==> src/rtl/sel_decode_pkg.sv <==
// rtl/sel_decode_pkg.sv - decode modes, counter width and the per-lane select-to-code function
package sel_decode_pkg;

  localparam int CNT_W = 16;
  localparam int MAX_W = 32;

  typedef enum logic [1:0] {
    MODE_INV   = 2'b00,
    MODE_PASS  = 2'b01,
    MODE_REV   = 2'b10,
    MODE_FORCE = 2'b11
  } mode_e;

  // Operates right-aligned in MAX_W bits; only the low 'width' bits are meaningful.
  function automatic logic [MAX_W-1:0] decode(input logic [MAX_W-1:0] sel,
                                              input logic [1:0]       mode,
                                              input logic [MAX_W-1:0] dflt,
                                              input int               width);
    logic [MAX_W-1:0] mask;
    logic [MAX_W-1:0] rev;
    logic [MAX_W-1:0] code;
    logic             all_ones;
    mask     = {MAX_W{1'b1}} >> (MAX_W - width);
    rev      = {<<{sel}} >> (MAX_W - width);
    all_ones = ((sel & mask) == mask);
    case (mode)
      MODE_INV:  code = all_ones ? dflt : ~sel;
      MODE_PASS: code = sel;
      MODE_REV:  code = rev;
      default:   code = dflt;
    endcase
    return code & mask;
  endfunction

endpackage

==> src/rtl/sel_decode_fifo.sv <==
// rtl/sel_decode_fifo.sv - DEPTH-entry sync FIFO with valid/ready and zero data when empty
module sel_decode_fifo #(
  parameter int DW    = 8,
  parameter int DEPTH = 2
) (
  input  logic          clk,
  input  logic          rst,
  input  logic          in_valid,
  output logic          in_ready,
  input  logic [DW-1:0] in_data,
  output logic          out_valid,
  input  logic          out_ready,
  output logic [DW-1:0] out_data
);

  localparam int AW = $clog2(DEPTH);

  logic [AW:0]   wr_ptr;
  logic [AW:0]   rd_ptr;
  logic [DW-1:0] mem [DEPTH];
  logic          full;
  logic          empty;
  logic          push;
  logic          pop;

  // Extra MSB distinguishes full from empty when the index bits match.
  assign empty     = (wr_ptr == rd_ptr);
  assign full      = (wr_ptr[AW] != rd_ptr[AW]) && (wr_ptr[AW-1:0] == rd_ptr[AW-1:0]);
  assign in_ready  = !full;
  assign out_valid = !empty;
  assign push      = in_valid && !full;
  assign pop       = out_ready && !empty;

  always_ff @(posedge clk or posedge rst) begin
    if (rst) begin
      wr_ptr <= '0;
      rd_ptr <= '0;
    end else begin
      if (push) wr_ptr <= wr_ptr + 1'b1;
      if (pop)  rd_ptr <= rd_ptr + 1'b1;
    end
  end

  always_ff @(posedge clk) begin
    if (push) mem[wr_ptr[AW-1:0]] <= in_data;
  end

  assign out_data = empty ? '0 : mem[rd_ptr[AW-1:0]];

endmodule

==> src/rtl/sel_decode_pipe.sv <==
// rtl/sel_decode_pipe.sv - multi-lane select decoder feeding an output FIFO, with a saturating zero-code counter
module sel_decode_pipe
  import sel_decode_pkg::*;
#(
  parameter int               WIDTH    = 2,
  parameter int               CHANNELS = 1,
  parameter int               DEPTH    = 2,
  parameter logic [WIDTH-1:0] DEFAULT  = '0
) (
  input  logic                      clk,
  input  logic                      rst,
  input  logic                      in_valid,
  output logic                      in_ready,
  input  logic [CHANNELS*WIDTH-1:0] in_sel,
  input  logic [1:0]                in_mode,
  output logic                      out_valid,
  input  logic                      out_ready,
  output logic [CHANNELS*WIDTH-1:0] out_code,
  output logic [CHANNELS-1:0]       out_flag,
  input  logic                      clr_count,
  output logic [CNT_W-1:0]          zero_count
);

  logic [CHANNELS*WIDTH-1:0] code;
  logic [CHANNELS-1:0]       flag;
  logic                      accept;
  logic [CNT_W-1:0]          zero_count_q;

  for (genvar c = 0; c < CHANNELS; c++) begin : g_lane
    assign code[c*WIDTH +: WIDTH] = WIDTH'(decode(MAX_W'(in_sel[c*WIDTH +: WIDTH]), in_mode,
                                                  MAX_W'(DEFAULT), WIDTH));
    assign flag[c] = (code[c*WIDTH +: WIDTH] == '0);
  end

  sel_decode_fifo #(
    .DW    (CHANNELS*(WIDTH+1)),
    .DEPTH (DEPTH)
  ) u_fifo (
    .clk       (clk),
    .rst       (rst),
    .in_valid  (in_valid),
    .in_ready  (in_ready),
    .in_data   ({flag, code}),
    .out_valid (out_valid),
    .out_ready (out_ready),
    .out_data  ({out_flag, out_code})
  );

  assign accept = in_valid && in_ready;

  always_ff @(posedge clk or posedge rst) begin
    if (rst) begin
      zero_count_q <= '0;
    end else if (clr_count) begin
      zero_count_q <= '0;
    end else if (accept && (|flag) && (zero_count_q != {CNT_W{1'b1}})) begin
      zero_count_q <= zero_count_q + 1'b1;
    end
  end

  assign zero_count = zero_count_q;

endmodule

==> config.mk <==
export PLATFORM = sky130hd
export DESIGN_NAME = sel_decode_pipe
export DESIGN_NICKNAME = d
export VERILOG_FILES = /design/src/rtl/sel_decode_pkg.sv /design/src/rtl/sel_decode_fifo.sv /design/src/rtl/sel_decode_pipe.sv
export SDC_FILE = /design/constraint.sdc
export NUM_CORES = 1
export LEC_CHECK = 0
export ABC_AREA = 1
export BUFFER_PORTS_ARGS = -buffer_cell sky130_fd_sc_hd__buf_2
export CAP_MARGIN = 20
export CORE_MARGIN = 2
export CORE_UTILIZATION = 60
export DETAILED_ROUTE_END_ITERATION = 7
export HOLD_SLACK_MARGIN = 0.15
export PLACE_DENSITY = 0.91
export SYNTH_ARGS = -nofsm -noshare
export SYNTH_HDL_FRONTEND = slang
export SYNTH_HIERARCHICAL = 1
export SYNTH_SLANG_ARGS = --single-unit
==> constraint.sdc <==
create_clock -name clk -period 2.6 [get_ports clk]
set_input_delay 0.39 -clock clk [delete_from_list [all_inputs] [get_ports clk]]
set_output_delay 0.39 -clock clk [all_outputs]
set_load 0.05 [all_outputs]
==> results by group, run 1 <==
Logic synthesis
  – Mapped Cells: roughly 240
  – Mapped Nets: 251
  – Post-synth top cells: 78 x nand2_1, 31 x nand3_1, 24 x inv_1
  – Synth async-reset ratio: 76.9%
  – Mapped Area: 1810 um^2
  – Distinct cell type count after synthesis: 30
  – Syn_area_per_cell: 7.53 um^2
  – Synth top area cells: dfrtp_1 28%, nand2_1 16%, edfxtp_1 9.9%
  – Most common cell in the netlist: nand2_1
  – Synth top area share: ~28%
  – Seq/Total Area, Yosys: around 38%
  – Post-synth EDFFs: 6
  – Leading area contributor after synthesis: dfrtp_1
  – Predominant post-synthesis flop cell: dfrtp_1
  – Synthesized flop and latch total: 26
  – Synthesis Warnings: 6

Route
  – # DRC: 1
  – Vias: 1597
  – Iter 0 DRT Violations: 67
  – Drt wl/cell: 12.0 um
  – Total Wirelength: 3.64 mm
  – 1st-pass router iterations: 7
  – ANT nets after route: 0
  – DR vias/cell: about 5.3

STA
  – RSZ-0062 raised after global routing: no
  – Max-slew violation count: 0
  – Rel. slew slack: roughly 58%
  – Least-Margin Pin Slew: approximately 620 ps
  – Skew final: 3.62 ps
  – Crit path time final: 2010 ps
  – Hold Vio Cnt, Final: 0
  – F_max: 0.498 GHz
  – Setup tns final: 0 ps
  – Setup violators final: 0
  – Fin crit share: between 70% and 80%

Worst setup path
  – Critical Path End Type: primary output
  – Worst Reg2Reg Path Length in Cells: 10
  – WP depth: 7
  – Most used cell along the critical path: nand2_4
  – Crit-path max cell delay: 530 ps
  – Worst EP required: roughly 2200 ps
  – Setup crit start kind: flop
  – CP endpoint: out_code[1]
  – RR Endpoint: zero_count[13]
  – Reg2Reg Setup Slack: 860 ps
  – Worst setup path startpoint: u_fifo/rd_ptr[0]
  – Crit Path Class: reg -> out
  – Crit path max fanout: 7
  – RR Startpoint: zero_count[1]
  – Cell Chain, Critical Path: inv_4 > nand2_2 > nand2_4 > nand2_4 > inv_2 > a21oi_2 > buf_2
  – CP arrival: 1620 ps
  – CP delay by family, top: flip-flops
  – Slowest CP cell: dfrtp_1
  – CP bufs+invs: 3

Clock network
  – Number of buffers inserted by hold repair at cts: 1
  – Num CTS Buffers: 3
  – PostCTS Resize Cnt: 0
  – Clock Sink Count: 26
  – TritonCTS clock tree: done
  – Worst skew pair latency: ~330 ps
  – Clk slew on worst S/H paths: 140 ps
  – Setup bufs post-CTS: 0
  – H-Tree Level Count: 1
  – Clock Tree Buf Depth: 2
  – CTS root buffer: clkbuf_4

Floorplanning
  – Core area: ~2800 um^2
  – Initial cell density of the core: 64.7%
  – Die area: about 3500 um^2
  – Ports: 30
  – Die span in x: 59.0 um
  – Die Span Y: 59.0 um
  – # rows: 19

Placed design
  – Placed instance area: 1960 um^2
  – RD Place Congestion: a little over 0.9
  – PortBufs: 29
  – Detailed placement HPWL: 2.81 mm
  – Post-Place Cells: 297

GRT
  – Largest net degree at the start of global routing: 18
  – Grt ovf: 0
  – Antenna violations before repair: 0
  – Vias in the first global route: 1465
  – GRT Total Usage: 22.8%
  – First-pass GRT wire length: 6.02 mm

Final layout
  – Antenna Cells: 0
  – Fin util: 71.2%
  – Final nets: 282
  – Final Non-Filler Cells: ~300
  – Final Instance Area: about 2000 um^2
  – Area Growth Syn to Fin: 10.1%
  – Fraction of layout cells with a size suffix above 1: 24.7%

Pwr
  – Peak supply drop: a little under 0.4 mV
  – Leak Pwr: 0.00110 uW
  – PD cells: 713 nW/um^2

Outcome
  – Status: finished, violations left
  – Failing checks: design-rule violations

Min path
  – Hold Path Class: in -> reg

Run
  – Maxcap violations: 0
-- sequential cells by signal, indices dropped and copies added, names as in the netlist --
signal and count:
zero_count 16, u_fifo/mem 6, u_fifo/rd_ptr 2, u_fifo/wr_ptr 2
-- tightest hold or removal path, cell delays in order --
cell,delay [ps]
buf_2,120
nand3_1,70
nand2_1,50
-- where the power goes --
group	internal, uW	switching [uW]	total, uW
Sequential	485	64.1	549
Clock	56.5	125	181
Combinational	182	511	693
Total	723	700	1420
-- layout by cell type (no fill, tap or decap), types with 4 or more instances in the layout --
| cell | count |
|---|---|
| buf_2 | 29 |
| dfrtp_1 | 20 |
| edfxtp_1 | 6 |
| inv_1 | 24 |
| nand2_1 | 78 |
| nand2_2 | 5 |
| nand2_4 | 6 |
| nand3_1 | 31 |
| nand3_2 | 8 |
| nor2_1 | 23 |
| nor2_4 | 4 |
| nor3_1 | 5 |
| xor2_1 | 5 |
-- kinds of logic (layout without fill, tap and decap cells) --
| logic type | after synthesis | count (layout) | share of synthesized area [%] |
|---|---|---|---|
| AO/OA/AOI/OAI | 7 | 7 | 2.90 |
| XOR/XNOR | 6 | 6 | 2.90 |
| AND/OR/NAND/NOR | 167 | 167 | 47.1 |
| flip-flops | 26 | 26 | 37.5 |
| buffers and inverters | 34 | 64 | 8.90 |
| adder cells (fa/ha/maj) | 1 | 1 | 0.690 |
-- layer usage --
| metal | up-vias | routed length, um | track usage [%] | share of wire, % |
|---|---|---|---|---|
| li1 | 826 | - | - | - |
| met1 | 723 | 1580 | 28.0 | 43 |
| met2 | 42 | 1790 | 40.3 | 49 |
| met3 | 6 | 208 | 3.49 | 5.7 |
| met4 | 0 | 54 | 8.44 | 1.5 |
| met5 | - | 0 | 0 | 0 |
-- worst min-delay path by stage --
stage,cells after the start,to,start
2_1_floorplan,1,u_fifo/rd_ptr[0],rst
4_1_cts,3,u_fifo/rd_ptr[0],out_ready
3_5_place_dp,2,u_fifo/wr_ptr[1],rst
3_3_place_gp,2,u_fifo/wr_ptr[1],rst
5_1_grt,3,u_fifo/rd_ptr[1],out_ready
6_report,3,u_fifo/rd_ptr[0],out_ready
-- layout make-up --
class | instances | area, um^2
Clock inverter | 1 | 3.75
Multi-Input combinational cell | 181 | 972
Timing Repair Buffer | 31 | 163
Clock buffer | 3 | 22.5
Inverter | 29 | 116
Sequential cell | 26 | 681
Tap cell | 31 | 38.8
Fill cell | 238 | 808
-- per-stage QoR --
step | worst slack [ps] | hold slack [ps] | power [uW]
3_5_place_dp | 893 | 299 | 1260
5_1_grt | 507 | 320 | 1510
6_report | 593 | 319 | 1420
3_3_place_gp | 936 | 287 | 1230
4_1_cts | 586 | 324 | 1430
2_1_floorplan | 733 | 156 | 1150
Note: power is estimated with default switching activity, not from simulation.
==> run 2: changes to the inputs <==
--- a/config.mk
+++ b/config.mk
@@ -5,14 +5,14 @@
 export SDC_FILE = /design/constraint.sdc
 export NUM_CORES = 1
 export LEC_CHECK = 0
-export ABC_AREA = 1
+export ABC_AREA = 0
 export BUFFER_PORTS_ARGS = -buffer_cell sky130_fd_sc_hd__buf_2
 export CAP_MARGIN = 20
 export CORE_MARGIN = 2
-export CORE_UTILIZATION = 60
+export CORE_UTILIZATION = 49
 export DETAILED_ROUTE_END_ITERATION = 7
 export HOLD_SLACK_MARGIN = 0.15
-export PLACE_DENSITY = 0.91
+export PLACE_DENSITY = 0.82
 export SYNTH_ARGS = -nofsm -noshare
 export SYNTH_HDL_FRONTEND = slang
 export SYNTH_HIERARCHICAL = 1
==> constraint.sdc (replaced) <==
create_clock -name clk -period 1.66 [get_ports clk]
set_input_delay 0.249 -clock clk [delete_from_list [all_inputs] [get_ports clk]]
set_output_delay 0.249 -clock clk [all_outputs]
set_load 0.05 [all_outputs]
==> run 2 against run 1 <==
Against the previous run: the flow finishes with violations (negative setup slack); setup slack worse by 810 ps; synthesized cell count down 37%; clock power up 85%; sequential power up 54%; combinational power rose to 2.6 times the previous value; sequential share of layout area down 2.3 points; non-clock buffer count up 32; critical path depth unchanged; die area up 1.9%; sequential cell count unchanged; count of clock-buffer cells in the layout up 1; routed wire length up 13%; critical endpoint is now zero_count[7].
==> results by group, run 2 <==
Min path
  – Hold Startpoint: out_ready
  – Hold Crit Endpoint: u_fifo/rd_ptr[0]
  – Hold depth: 2
  – Hold Path Class: in -> reg

Pwr
  – Combinational share of power: 60.3%
  – Net Switching: roughly 1300 uW
  – Clk pwr share: 11.3%
  – Leak Pwr: between 0.0009 and 0.001 uW
  – Internal power: around 1700 uW
  – Seq pwr share: between 20% and 30%
  – Switch share: 44.5%
  – PD cells: 1350 nW/um^2
  – Peak supply drop: ~1.0 mV

Final layout
  – Fin util: approximately three quarters
  – Area Growth Syn to Fin: 46.3%
  – Largest register FFs: 16
  – Antenna Cells: 0
  – Most frequent cells in the layout: 30 x buf_4, 24 x buf_2, 17 x dfrtp_2
  – Final nets: between 200 and 250
  – Most common cell after layout, fill and taps aside: buf_4
  – Fraction of layout cells with a size suffix above 1: 53.5%

GRT
  – Antenna violations before repair: 0
  – GRT Total Usage: 23.7%
  – First-pass GRT wire length: just over 6 mm
  – Largest net degree at the start of global routing: 19
  – Grt ovf: 0
  – Vias in the first global route: 1398

Clock network
  – Clk slew on worst S/H paths: 140 ps
  – Clock Sink Count: 26
  – CTS root buffer: clkbuf_4
  – Num CTS Buffers: 3
  – Worst skew pair latency: approximately 330 ps
  – H-Tree Level Count: 1
  – TritonCTS clock tree: done
  – Clock Tree Buf Depth: 2

Logic synthesis
  – Most common cell in the netlist: dfrtp_1
  – Mapped Cells: 152
  – Post-Synth XOR/XNOR Area: 5.13%
  – Synth top area share: about a third
  – Simple-gate portion of the synthesized area: between 20 and 30%
  – Largest family of logic cells by synthesized area: simple AND/OR/NAND/NOR gates
  – Compound-Gate Fraction of Synth Area: 14.0%
  – Distinct cell type count after synthesis: 46
  – Leading area contributor after synthesis: dfrtp_1
  – Syn_area_per_cell: 9.94 um^2
  – Mapped Nets: ~160
  – Seq/Total Area, Yosys: 45.0%
  – Mapped Area: 1510 um^2
  – Mux cell area share after synthesis: 6.87%
  – Synth Area in Adders: 0.828%
  – Post-synth EDFFs: 6
  – Synthesized flop and latch total: 26
  – Synthesis Warnings: 6
  – Synth async-reset ratio: 76.9%
  – Post-synth top cells: 20 x dfrtp_1, 15 x nor2_1, 12 x o21ai_0
  – Synth top area cells: dfrtp_1 33%, edfxtp_1 12%, mux2i_1 4.6%
  – Predominant post-synthesis flop cell: dfrtp_1

Route
  – DR vias/cell: about 5.9
  – Vias: 1454
  – ANT nets after route: 0
  – # DRC: 0
  – Drt wl/cell: 16.6 um
  – 1st-pass router iterations: 4
  – Total Wirelength: 4.12 mm
  – Iter 0 DRT Violations: 49

STA
  – Max-slew violation count: 0
  – Crit path time final: approximately 1900 ps
  – Setup ws final: -220 ps
  – Setup violators final: 17
  – Least-Margin Pin Slew: 609 ps
  – RSZ-0062 raised after global routing: yes
  – Skew final: 1.95 ps
  – Rel. slew slack: approximately three fifths
  – F_max: 0.532 GHz
  – Fin crit share: 113%
  – Hold Vio Cnt, Final: 0

Floorplanning
  – Ports: 30
  – Die area: around 3500 um^2
  – Initial cell density of the core: 50.3%
  – # rows: 20
  – Die span in x: ~60 um
  – Die Span Y: around 60 um
  – Core area: 3000 um^2

Worst setup path
  – Worst EP required: 1920 ps
  – CP arrival: approximately 2100 ps
  – CP delay by family, top: simple AND/OR/NAND/NOR gates
  – Worst Reg2Reg Path Length in Cells: 7
  – Worst setup path startpoint: u_fifo/wr_ptr[1]
  – Critical Path End Type: flop
  – Crit Path Class: reg -> reg
  – RR Endpoint: zero_count[7]
  – Setup crit start kind: flop
  – Crit-path max cell delay: between 400 and 500 ps
  – Slowest CP cell: dfrtp_2
  – CP bufs+invs: 1
  – Cell Chain, Critical Path: xor2_2 > nand2_4 > nand3_2 > or3_4 > buf_6 > or3_1 > a21oi_1
  – Crit path max fanout: 8
  – RR Startpoint: u_fifo/wr_ptr[1]
  – Reg2Reg Setup Slack: -220 ps

Run
  – Maxcap violations: 0

Placed design
  – Post-place setup slack: -219 ps
  – RD Place Congestion: 0.865
  – PortBufs: 29
  – Detailed placement HPWL: 2.66 mm

Outcome
  – Failing checks: negative setup slack
  – Status: finished, violations left
==> run 2: changes by cell type in the layout (fill, tap and decap cells not counted), sizes merged, moves of 6 or more <==
cell | before | now
a21oi | 3 | 10
buf | 30 | 62
inv | 28 | 6
mux2i | 0 | 7
nand2 | 89 | 10
nand3 | 40 | 5
nor2 | 29 | 15
o21ai | 1 | 12
or3 | 0 | 6
xnor2 | 1 | 7
==> run 2: logic make-up (layout without fill, tap and decap cells) <==
kind of cell / after synthesis / in the layout
DFF: 26 / 26
muxes: 10 / 10
xor gates and xnor gates: 8 / 8
AOI/OAI and AO/OA: 32 / 32
buffers and inverters: 10 / 73
adders and majority gates: 1 / 1
and+or+nand+nor: 65 / 65
==> run 2: layout make-up <==
class / count / area, um^2
Multi-Input combinational cell: 116 / 963
Fill cell: 197 / 792
Inverter: 6 / 22.5
Sequential cell: 26 / 702
Timing Repair Buffer: 63 / 445
Clock buffer: 4 / 36.3
Tap cell: 33 / 41.3
==> run 2: how the worst max path moves through the flow <==
stage | to | slack (ps) | cells past startpoint
2_1_floorplan | zero_count[9] | -400 | 7
3_3_place_gp | zero_count[9] | -170 | 6
3_5_place_dp | zero_count[9] | -220 | 6
4_1_cts | zero_count[5] | -170 | 7
5_1_grt | zero_count[7] | -310 | 7
6_report | zero_count[7] | -220 | 7
==> run 2: worst register-to-register path, cell delays in order (launching register included) <==
cell and delay [ps]:
dfrtp_2 460, xor2_2 200, nand2_4 80, nand3_2 70, or3_4 380, buf_6 150, or3_1 320, a21oi_1 150
==> run 2: layer usage <==
metal	wire [um]	up-vias	GRT usage [%]
met3	182	17	4.37
met2	2070	56	38.9
li1	-	675	-
met4	147	0	13.7
met5	0	-	0
met1	1720	706	29.1
==> run 2: what timing repair did <==
action                                 in CTS  in global routing
gates resized for setup                    19                 11
setup buffers                               3                  4
setup endpoints to repair                  16                 21
gates cloned                                0                  0
endpoints found under the hold margin      20                  0
hold buffers                                1                  0
pin swaps                                   7                  8
==> run 2: power by group through the flow <==
stage	logic (uW)	clock network (uW)	registers, uW
after floorplan	992	0	902
after global placement	1380	0	840
after detailed placement	1430	0	852
after CTS	1750	341	842
after global routing	1900	365	855
final	1790	335	847
==> run 2: through the flow <==
step | TNS [ps] | cells | power (uW) | hold WS, ps | cell area (um^2)
after CTS | -1330 | 244 | 2930 | 167 | 2110
after floorplan | -2280 | 152 | 1890 | 14.9 | 1610
final | -1860 | 248 | 2970 | 175 | 2210
after detailed placement | -1120 | 236 | 2280 | 150 | 1960
after global placement | -655 | 236 | 2220 | 142 | 1960
after global routing | -3400 | 248 | 3120 | 180 | 2210
